--- config.mk ---
export PLATFORM = sky130hd
export DESIGN_NAME = memory_arbiter
export DESIGN_NICKNAME = d
export VERILOG_FILES = /design/src/rtl/memory_arbiter.sv
export SDC_FILE = /design/constraint.sdc
export NUM_CORES = 1
export LEC_CHECK = 0
export CORE_MARGIN = 2
export CORE_UTILIZATION = 38
export CTS_CLUSTER_SIZE = 16
export DETAILED_ROUTE_END_ITERATION = 8
export PLACE_DENSITY = 0.86
export SLEW_MARGIN = 40
export SYNTH_ARGS = -nofsm -noshare
export SYNTH_HDL_FRONTEND = slang
export SYNTH_SLANG_ARGS = --single-unit
export TNS_END_PERCENT = 30
--- constraint.sdc ---
create_clock -name clk -period 1.8 [get_ports clk]
set_clock_uncertainty 0.05 [all_clocks]
set_input_delay 0.18 -clock clk [delete_from_list [all_inputs] [get_ports clk]]
set_output_delay 0.18 -clock clk [all_outputs]
set_load 0.05 [all_outputs]
--- src/rtl/memory_arbiter.sv ---
// memory_arbiter
//   Shares one synchronous single-port RAM between an instruction-fetch port
//   and a load/store port. A three-state FSM (IDLE / INST_BUSY / DATA_BUSY)
//   samples requests only while idle, issues a one-cycle RAM access, then
//   stays busy for MEM_LATENCY cycles before pulsing the requester's done.
//   Data requests win ties.
//
//   Request codes : MEM_NOP=0, MEM_READ=1, MEM_WRITE=2
//   Status codes  : MEM_RESTING=0, MEM_INST_WORKING=1, MEM_DATA_WORKING=2
//
//   Optional build macro ARB_STARVE_GUARD_EN: after STARVE_LIMIT data grants
//   made while an instruction fetch waited, the next idle arbitration serves
//   the fetch. Undefined: strict data priority, no counter.
//
// Ports
//   clk, rst_n                          clock, async active-low reset
//   inst_vis_signal/inst_vis_addr       fetch request, held until inst_done
//   inst_data                           last fetched word
//   data_vis_signal/data_vis_addr/
//   data_wdata                          load/store request, held until data_done
//   data_rdata                          last loaded word (stores leave it alone)
//   mem_status                          registered FSM state
//   inst_done, data_done                one-cycle completion pulses
//   ram_en, ram_we, ram_addr, ram_wdata RAM command (addr/wdata held while busy)
//   ram_rdata                           RAM read data, valid cycle after ram_en
module memory_arbiter #(
    parameter int ADDR_WIDTH   = 17,
    parameter int LEN          = 32,
    parameter int MEM_LATENCY  = 2,
    parameter int STARVE_LIMIT = 4
) (
    input  logic                  clk,
    input  logic                  rst_n,
    input  logic [1:0]            inst_vis_signal,
    input  logic [ADDR_WIDTH-1:0] inst_vis_addr,
    output logic [LEN-1:0]        inst_data,
    input  logic [1:0]            data_vis_signal,
    input  logic [ADDR_WIDTH-1:0] data_vis_addr,
    input  logic [LEN-1:0]        data_wdata,
    output logic [LEN-1:0]        data_rdata,
    output logic [1:0]            mem_status,
    output logic                  inst_done,
    output logic                  data_done,
    output logic                  ram_en,
    output logic                  ram_we,
    output logic [ADDR_WIDTH-1:0] ram_addr,
    output logic [LEN-1:0]        ram_wdata,
    input  logic [LEN-1:0]        ram_rdata
);
    localparam logic [1:0] MEM_NOP          = 2'd0;
    localparam logic [1:0] MEM_WRITE        = 2'd2;
    localparam logic [1:0] MEM_RESTING      = 2'd0;
    localparam logic [1:0] MEM_INST_WORKING = 2'd1;
    localparam logic [1:0] MEM_DATA_WORKING = 2'd2;

    localparam logic [3:0] LAT4 = 4'(MEM_LATENCY);
    // With a single busy cycle the RAM word only appears in the done cycle,
    // so it is forwarded straight through and registered at the end of it.
    localparam bit LAT1 = (MEM_LATENCY == 1);

    if (MEM_LATENCY < 1 || MEM_LATENCY > 15) begin : g_bad_latency
        $error("memory_arbiter: MEM_LATENCY must be 1..15");
    end
    if (STARVE_LIMIT < 1) begin : g_bad_starve
        $error("memory_arbiter: STARVE_LIMIT must be >= 1");
    end

    typedef enum logic [1:0] {S_IDLE = 2'd0, S_INST = 2'd1, S_DATA = 2'd2} state_t;

    state_t                r_state;
    state_t                w_next;
    logic [3:0]            r_cnt;
    logic                  r_is_wr;
    logic                  r_ram_en, r_ram_we;
    logic [ADDR_WIDTH-1:0] r_ram_addr;
    logic [LEN-1:0]        r_ram_wdata;
    logic [LEN-1:0]        r_inst_data, r_data_rdata;
    logic                  r_inst_done, r_data_done;

    logic w_inst_pend, w_data_pend, w_data_wr;
    logic w_grant_inst, w_grant_data, w_last, w_starved;
    logic w_cap_inst, w_cap_data;

    assign w_inst_pend = (inst_vis_signal != MEM_NOP);
    assign w_data_pend = (data_vis_signal != MEM_NOP);
    assign w_data_wr   = (data_vis_signal == MEM_WRITE);
    assign w_last      = (r_cnt == 4'd1);

`ifdef ARB_STARVE_GUARD_EN
    localparam int            SW         = $clog2(STARVE_LIMIT + 1);
    localparam logic [SW-1:0] STARVE_MAX = SW'(STARVE_LIMIT);
    logic [SW-1:0] r_starve;

    assign w_starved = (r_starve >= STARVE_MAX);

    // Counts data grants that overtook a waiting fetch; saturates at the
    // limit because the next idle arbitration then serves the fetch anyway.
    always_ff @(posedge clk or negedge rst_n) begin
        if (!rst_n)
            r_starve <= '0;
        else if (w_grant_inst)
            r_starve <= '0;
        else if (w_grant_data && w_inst_pend && !w_starved)
            r_starve <= r_starve + SW'(1);
    end
`else
    assign w_starved = 1'b0;
`endif

    // Next-state / grant decision
    always_comb begin
        w_next       = r_state;
        w_grant_inst = 1'b0;
        w_grant_data = 1'b0;
        case (r_state)
            S_IDLE: begin
                if (w_inst_pend && (!w_data_pend || w_starved)) begin
                    w_grant_inst = 1'b1;
                    w_next       = S_INST;
                end else if (w_data_pend) begin
                    w_grant_data = 1'b1;
                    w_next       = S_DATA;
                end
            end
            default: if (w_last) w_next = S_IDLE;
        endcase
    end

    assign w_cap_inst = LAT1 ? r_inst_done : (r_state == S_INST && w_last);
    assign w_cap_data = LAT1 ? (r_data_done && !r_is_wr)
                             : (r_state == S_DATA && w_last && !r_is_wr);

    // State register and registered datapath
    always_ff @(posedge clk or negedge rst_n) begin
        if (!rst_n) begin
            r_state      <= S_IDLE;
            r_cnt        <= 4'd0;
            r_is_wr      <= 1'b0;
            r_ram_en     <= 1'b0;
            r_ram_we     <= 1'b0;
            r_ram_addr   <= '0;
            r_ram_wdata  <= '0;
            r_inst_data  <= '0;
            r_data_rdata <= '0;
            r_inst_done  <= 1'b0;
            r_data_done  <= 1'b0;
        end else begin
            r_state     <= w_next;
            r_ram_en    <= w_grant_inst | w_grant_data;
            r_ram_we    <= w_grant_data & w_data_wr;
            r_inst_done <= (r_state == S_INST) & w_last;
            r_data_done <= (r_state == S_DATA) & w_last;
            if (w_grant_inst || w_grant_data)
                r_cnt <= LAT4;
            else if (r_state != S_IDLE)
                r_cnt <= r_cnt - 4'd1;
            if (w_grant_inst)
                r_ram_addr <= inst_vis_addr;
            if (w_grant_data) begin
                r_ram_addr  <= data_vis_addr;
                r_ram_wdata <= data_wdata;
                r_is_wr     <= w_data_wr;
            end
            if (w_cap_inst) r_inst_data  <= ram_rdata;
            if (w_cap_data) r_data_rdata <= ram_rdata;
        end
    end

    // Outputs
    always_comb begin
        case (r_state)
            S_INST:  mem_status = MEM_INST_WORKING;
            S_DATA:  mem_status = MEM_DATA_WORKING;
            default: mem_status = MEM_RESTING;
        endcase
    end

    assign inst_data  = (LAT1 && r_inst_done) ? ram_rdata : r_inst_data;
    assign data_rdata = (LAT1 && r_data_done && !r_is_wr) ? ram_rdata : r_data_rdata;
    assign inst_done  = r_inst_done;
    assign data_done  = r_data_done;
    assign ram_en     = r_ram_en;
    assign ram_we     = r_ram_we;
    assign ram_addr   = r_ram_addr;
    assign ram_wdata  = r_ram_wdata;

endmodule

# ---- Word level (Yosys, flattened, before mapping)
# Cells that the tools add are included.
dict set report totals {
  register_bits 124
  inputBits 104
  output_inout_bits 119
}
dict set report classes {
  addsub 1
  eq_ne 5
  muxes 14
  bitwise 4
  n_reduce_logical 15
}
# operator n
set ops {}
lappend ops {{2-to-1 mux 17 bit} 2}
lappend ops {{nonzero test 2 bit} 6}
lappend ops {{2-to-1 mux 2 bit} 4}
lappend ops {{2-to-1 mux 4 bit} 2}
lappend ops {{2-to-1 mux 1 bit} 5}
lappend ops {{== test 2 bit, second input constant} 2}
lappend ops {{== test 4 x 1 -> 1 bit, second input constant} 1}
lappend ops {{logical AND 1 bit} 4}
lappend ops {{one-hot mux 2 bit (2 select lines)} 1}
lappend ops {{subtractor 4 x 1 -> 4 bit, second input constant} 1}
lappend ops {{bitwise AND 1 bit} 3}
lappend ops {{!= test 3 bit, second input constant} 1}
lappend ops {{== test 2 x 1 -> 1 bit, second input constant} 1}
lappend ops {{logical NOT 1 bit} 2}
lappend ops {{logical NOT 2 bit} 1}
lappend ops {{AND reduction 2 bit} 1}
lappend ops {{logical OR 1 bit} 1}
lappend ops {{bitwise OR 1 bit} 1}

# ---- Longest topological paths before layout
dict set report depth {
  word_depth 7
  ltp_mapped 7
  depth_no_buf 5
}

# ---- Worst setup path after synthesis
# No wires, ideal clock.
dict set report synth_timing {
  path_kind {reg2reg}
  startpoint {register r_state[0]}
  endpoint {register r_inst_data[10] (netlist: inst_data[10])}
  t_arrival_ps 2085
  t_required_ps 1625
  path_slack_ps -459
  path_stages_with_launch 5
  path_buffers 1
  synth_period_minus_slack_ps 2259
  path_cell_list {dfrtp_1 nor2b_1 nand3_1 clkbuf_1 mux2_2}
}
dict set report synth_between {
  elab_chain_len 2
}
# item line_no
set synth_lines {}
lappend synth_lines {{from (decl)} 70} ;# state_t r_state;
lappend synth_lines {{from (signal assigned)} 148} ;# r_state <= w_next;
lappend synth_lines {{== test 2 x 1 -> 1 bit} 129} ;# assign w_cap_inst = LAT1 ? r_inst_done : (r_state == S_INST && w_last);
lappend synth_lines {{logical AND 1 bit} 129}
lappend synth_lines {{to (signal assigned)} 164} ;# if (w_cap_inst) r_inst_data <= ram_rdata;
lappend synth_lines {{to (decl)} 77} ;# logic [LEN-1:0] r_inst_data, r_data_rdata;
# Every way passes these cells.
# A chain may end at the register's enable or synchronous reset.

# ---- Worst setup path after layout
dict set report layout_timing {
  startpoint {register r_cnt[1]}
  endpoint {register r_data_rdata[26] (netlist: data_rdata[26])}
}
dict set report layout_between {
  elab_chain_len 3
}
# item line_no
set layout_lines {}
lappend layout_lines {{from (decl)} 72} ;# logic [3:0] r_cnt;
lappend layout_lines {{from (signal assigned)} 156} ;# r_cnt <= r_cnt - 4'd1;
lappend layout_lines {{== test 4 x 1 -> 1 bit} 87} ;# assign w_last = (r_cnt == 4'd1);
lappend layout_lines {{logical AND 1 bit (2 in series)} 131} ;# : (r_state == S_DATA && w_last && !r_is_wr);
lappend layout_lines {{to (signal assigned)} 165} ;# if (w_cap_data) r_data_rdata <= ram_rdata;
lappend layout_lines {{to (decl)} 77}
# Every way passes these cells.

==> impl_results.md <==
* Endpoint required time on the critical path at 2.03 ns
* Die footprint at 13900 um2
* Number of enable-type register cells in the synthesized netlist at 0
* Final std cells w/o fill at 753
* Number of nets with antenna violations after routing at 0
* TritonCTS Buffers at 17
* Most area-hungry cell type in the Yosys netlist: dfrtp_1
* GRT Total Usage at 19.2%
* Leading cell type by number of instances after synthesis: dfrtp_1
* Die height at 118 um
* Post-detailed-routing wire length at 13000 um
* Asr flop ratio synth at 100%
* Grt ovf at 0
* DRC violation total after the first TritonRoute iteration at 147
* Class of the tightest hold or removal check: primary input to asynchronous set/reset pin
* Worst hold-check slack at 0.254 ns
* Final setup fails at 32
* Sum Neg Setup Slack at -7.74 ns
* Violated checks: setup timing
* Initial antenna violation count at 0
* Biggest cell delay along the critical path at 0.41 ns
* Initial Utilization at 39.0%
* Vias post-DR at 3603
* Shortest clock period the worst path allows after layout at 2.06 ns
* Clock edge transition at the registers on the reported setup and hold paths at 0.05 ns
* VDD IR-drop max at 1.25 mV
* Critical path startpoint category: flip-flop
* Syn avg cell area at 15.9 um2
* Worst setup slack after layout at -0.258 ns
* Combined area of the multi-input logic cells at 1730 um2
* Number of warnings reported in the yosys synthesis log at 0
* Max-slew headroom at the worst pin at 64.1%
* Top cells by count, synth: dfrtp_1 (124), mux2_2 (66), mux2_4 (30), or3_1 (18), o221a_2 (17)
* Proportion of layout cells with a drive suffix above 1 at 32.9%
* Number of inserted filler cells in the final layout at 965
* Max-cap viol count at 0
* Final slew viol count at 0
* Total power per unit cell area at 2230 nW/um2
* Final HPWL from detailed placement at 9240 um
* Number of different library cells in the post-synthesis netlist at 28
* Root Buffer: clkbuf_16
* Via count of the first global-routing pass at 4077
* Cell count after placement at 717
* Number of input and output port buffers inserted at 222
* Setup Crit Path Kind: flip-flop to flip-flop
* Worst-skew pair later-pin latency at 0.40 ns
* Post-synthesis net count at 417
* Pin slew with the least headroom to its limit at 0.540 ns
* Share of Yosys cell area claimed by the top area cell type at 62.8%
* Flop and latch count out of synthesis at 124
* Count of final hold-check violations at 0
* Cells along the critical path: inv_2, ha_4, or3b_4, or3_4, buf_16, mux2_4
* Area of all sequential standard cells at 3100 um2
* DR WL/cell at 17.2 um
* Result of the run: finished, violations left
* Die Span X at 118 um
* Clock tree from TritonCTS: yes
* Mapped Cells at 311
* Buffer levels on the longest clock path at 2
* Crit end category: flip-flop
* Count of inserted antenna diode cells at 0
* Global-route wire length before repair at 20900 um
* Static power due to leakage at 3.91 nW
* Netlist Area Pre-Place at 4940 um2
* Arrival time at the worst endpoint at 2.29 ns
* Number of search-and-repair iterations in the first detailed-routing pass at 4
* Critical-path maximum fanout at 16
* Global placer's final weighted congestion at 0.780
* Area Growth Syn to Fin at 65.3%
* Net count reported at finish at 674
* Max Clk Rate at 0.486 GHz
* Share of synthesized area occupied by flip-flops and latches at 62.8%
* CORE AREA at 12700 um2
* Row Count at 41
* Final cycle utilization of the critical path at 114%
* Number of vias per cell after detailed routing at 4.78
* Master of the slowest instance on the critical path: or3_4
* Ys flop type: dfrtp_1
* H-tree Lvls at 4
* RSZ-0062 raised after global routing: yes
* Cells taking the most area after synthesis: dfrtp_1 (63%), mux2_2 (15%), mux2_4 (9.1%), o221a_2 (3.9%), or3_1 (2.3%)
* Largest net degree at the start of global routing at 38
* Remaining DRCs at 0
* Clock net sink count at 124
* Boundary pin count at 223
## through the flow
stage                     power, mW  cell area [um2]  util [%]  setup slack, ns
after floorplan                11.8             4950         -           -0.224
after global placement         15.4             7520      59.4           -0.302
after detailed placement       15.6             7520      59.4           -0.352
after CTS                      18.4             8090      63.9           -0.246
after global routing           19.0             8170      64.5           -0.301
final                          18.2             8170      64.5           -0.258
## critical path, delay by kind of cell, from the launching register on
| kind | cells | cell delay (ns) |
|---|---|---|
| simple gates | 2 | 0.78 |
| flops | 1 | 0.39 |
| mux | 1 | 0.30 |
| buf+inv | 2 | 0.28 |
| fa+ha+maj | 1 | 0.13 |
## kinds of logic after synthesis
group,synth area share [%]
AND/OR/NAND/NOR,4.51
XOR/XNOR,0.355
multiplexers,24.2
buffers and inverters,2.86
AO/OA/AOI/OAI,4.81
adder cells (fa/ha/maj),0.506
flip-flops,62.8
## report_power, final
part,switching [mW],internal (mW),leakage (nW)
clock,1.18,2.14,0.277
sequential,0.735,4.19,1.45
combinational,6.45,3.51,2.19
## sequential cells by signal (all words and copies together) (netlist names)
signal	count
data_done	1
ram_wdata	32
r_cnt	4
r_is_wr	1
r_state	2
ram_addr	17
inst_done	1
ram_en	1
inst_data	32
ram_we	1
data_rdata	32
## routing by layer
layer	GRT usage, %	vias to the layer above	share of wire (%)	wire [um]
li1	-	1634	-	-
met1	21.0	1814	39	5090
met2	34.7	141	53	6880
met3	6.93	14	6.2	803
met4	5.95	0	1.4	176
met5	0	-	0	0
## final cells by class
type,instances,area share (%)
Tap cell,172,2.64
Clock inverter,11,1.44
Sequential cell,124,38.0
Clock buffer,21,5.76
Multi-Input combinational cell,166,21.2
Inverter,4,0.184
Timing Repair Buffer,255,30.7
## timing repair
action | 4_1_cts | 5_1_grt
hold buffers | 1 | 0
hold endpoints to repair | 32 | 0
pin swaps | 0 | 0
setup endpoints to repair | 118 | 76
cloned | 2 | 0
gates resized for setup | 92 | 29
setup buffers | 1 | 0
## layout by cell type, fill, tap and decap left out, types with 6 or more instances in the layout
cell	synthesis	layout
mux2_4	30	30
dlymetal6s2s_1	0	27
clkbuf_16	0	17
nand2_1	6	6
dlygate4sd2_1	0	86
dfrtp_1	124	124
o221a_2	17	17
mux2_2	66	66
nor2_1	7	7
buf_4	0	31
clkdlybuf4s50_1	0	103
or3_1	18	17
## worst paths after layout
path                                  end  slack (ns)     startpoint  cells past startpoint
setup reg to reg           data_rdata[26]       -0.26       r_cnt[1]                      6
max in group asynchronous   inst_data[25]        0.86          rst_n                      3
min in group clk             ram_wdata[4]        0.34  data_wdata[4]                      2
hold / removal             data_rdata[13]        0.25          rst_n                      2
setup / recovery           data_rdata[26]       -0.26       r_cnt[1]                      6
hold reg to reg             ram_wdata[11]        0.44  ram_wdata[11]                      1
Power figures use the tool's default switching activity.
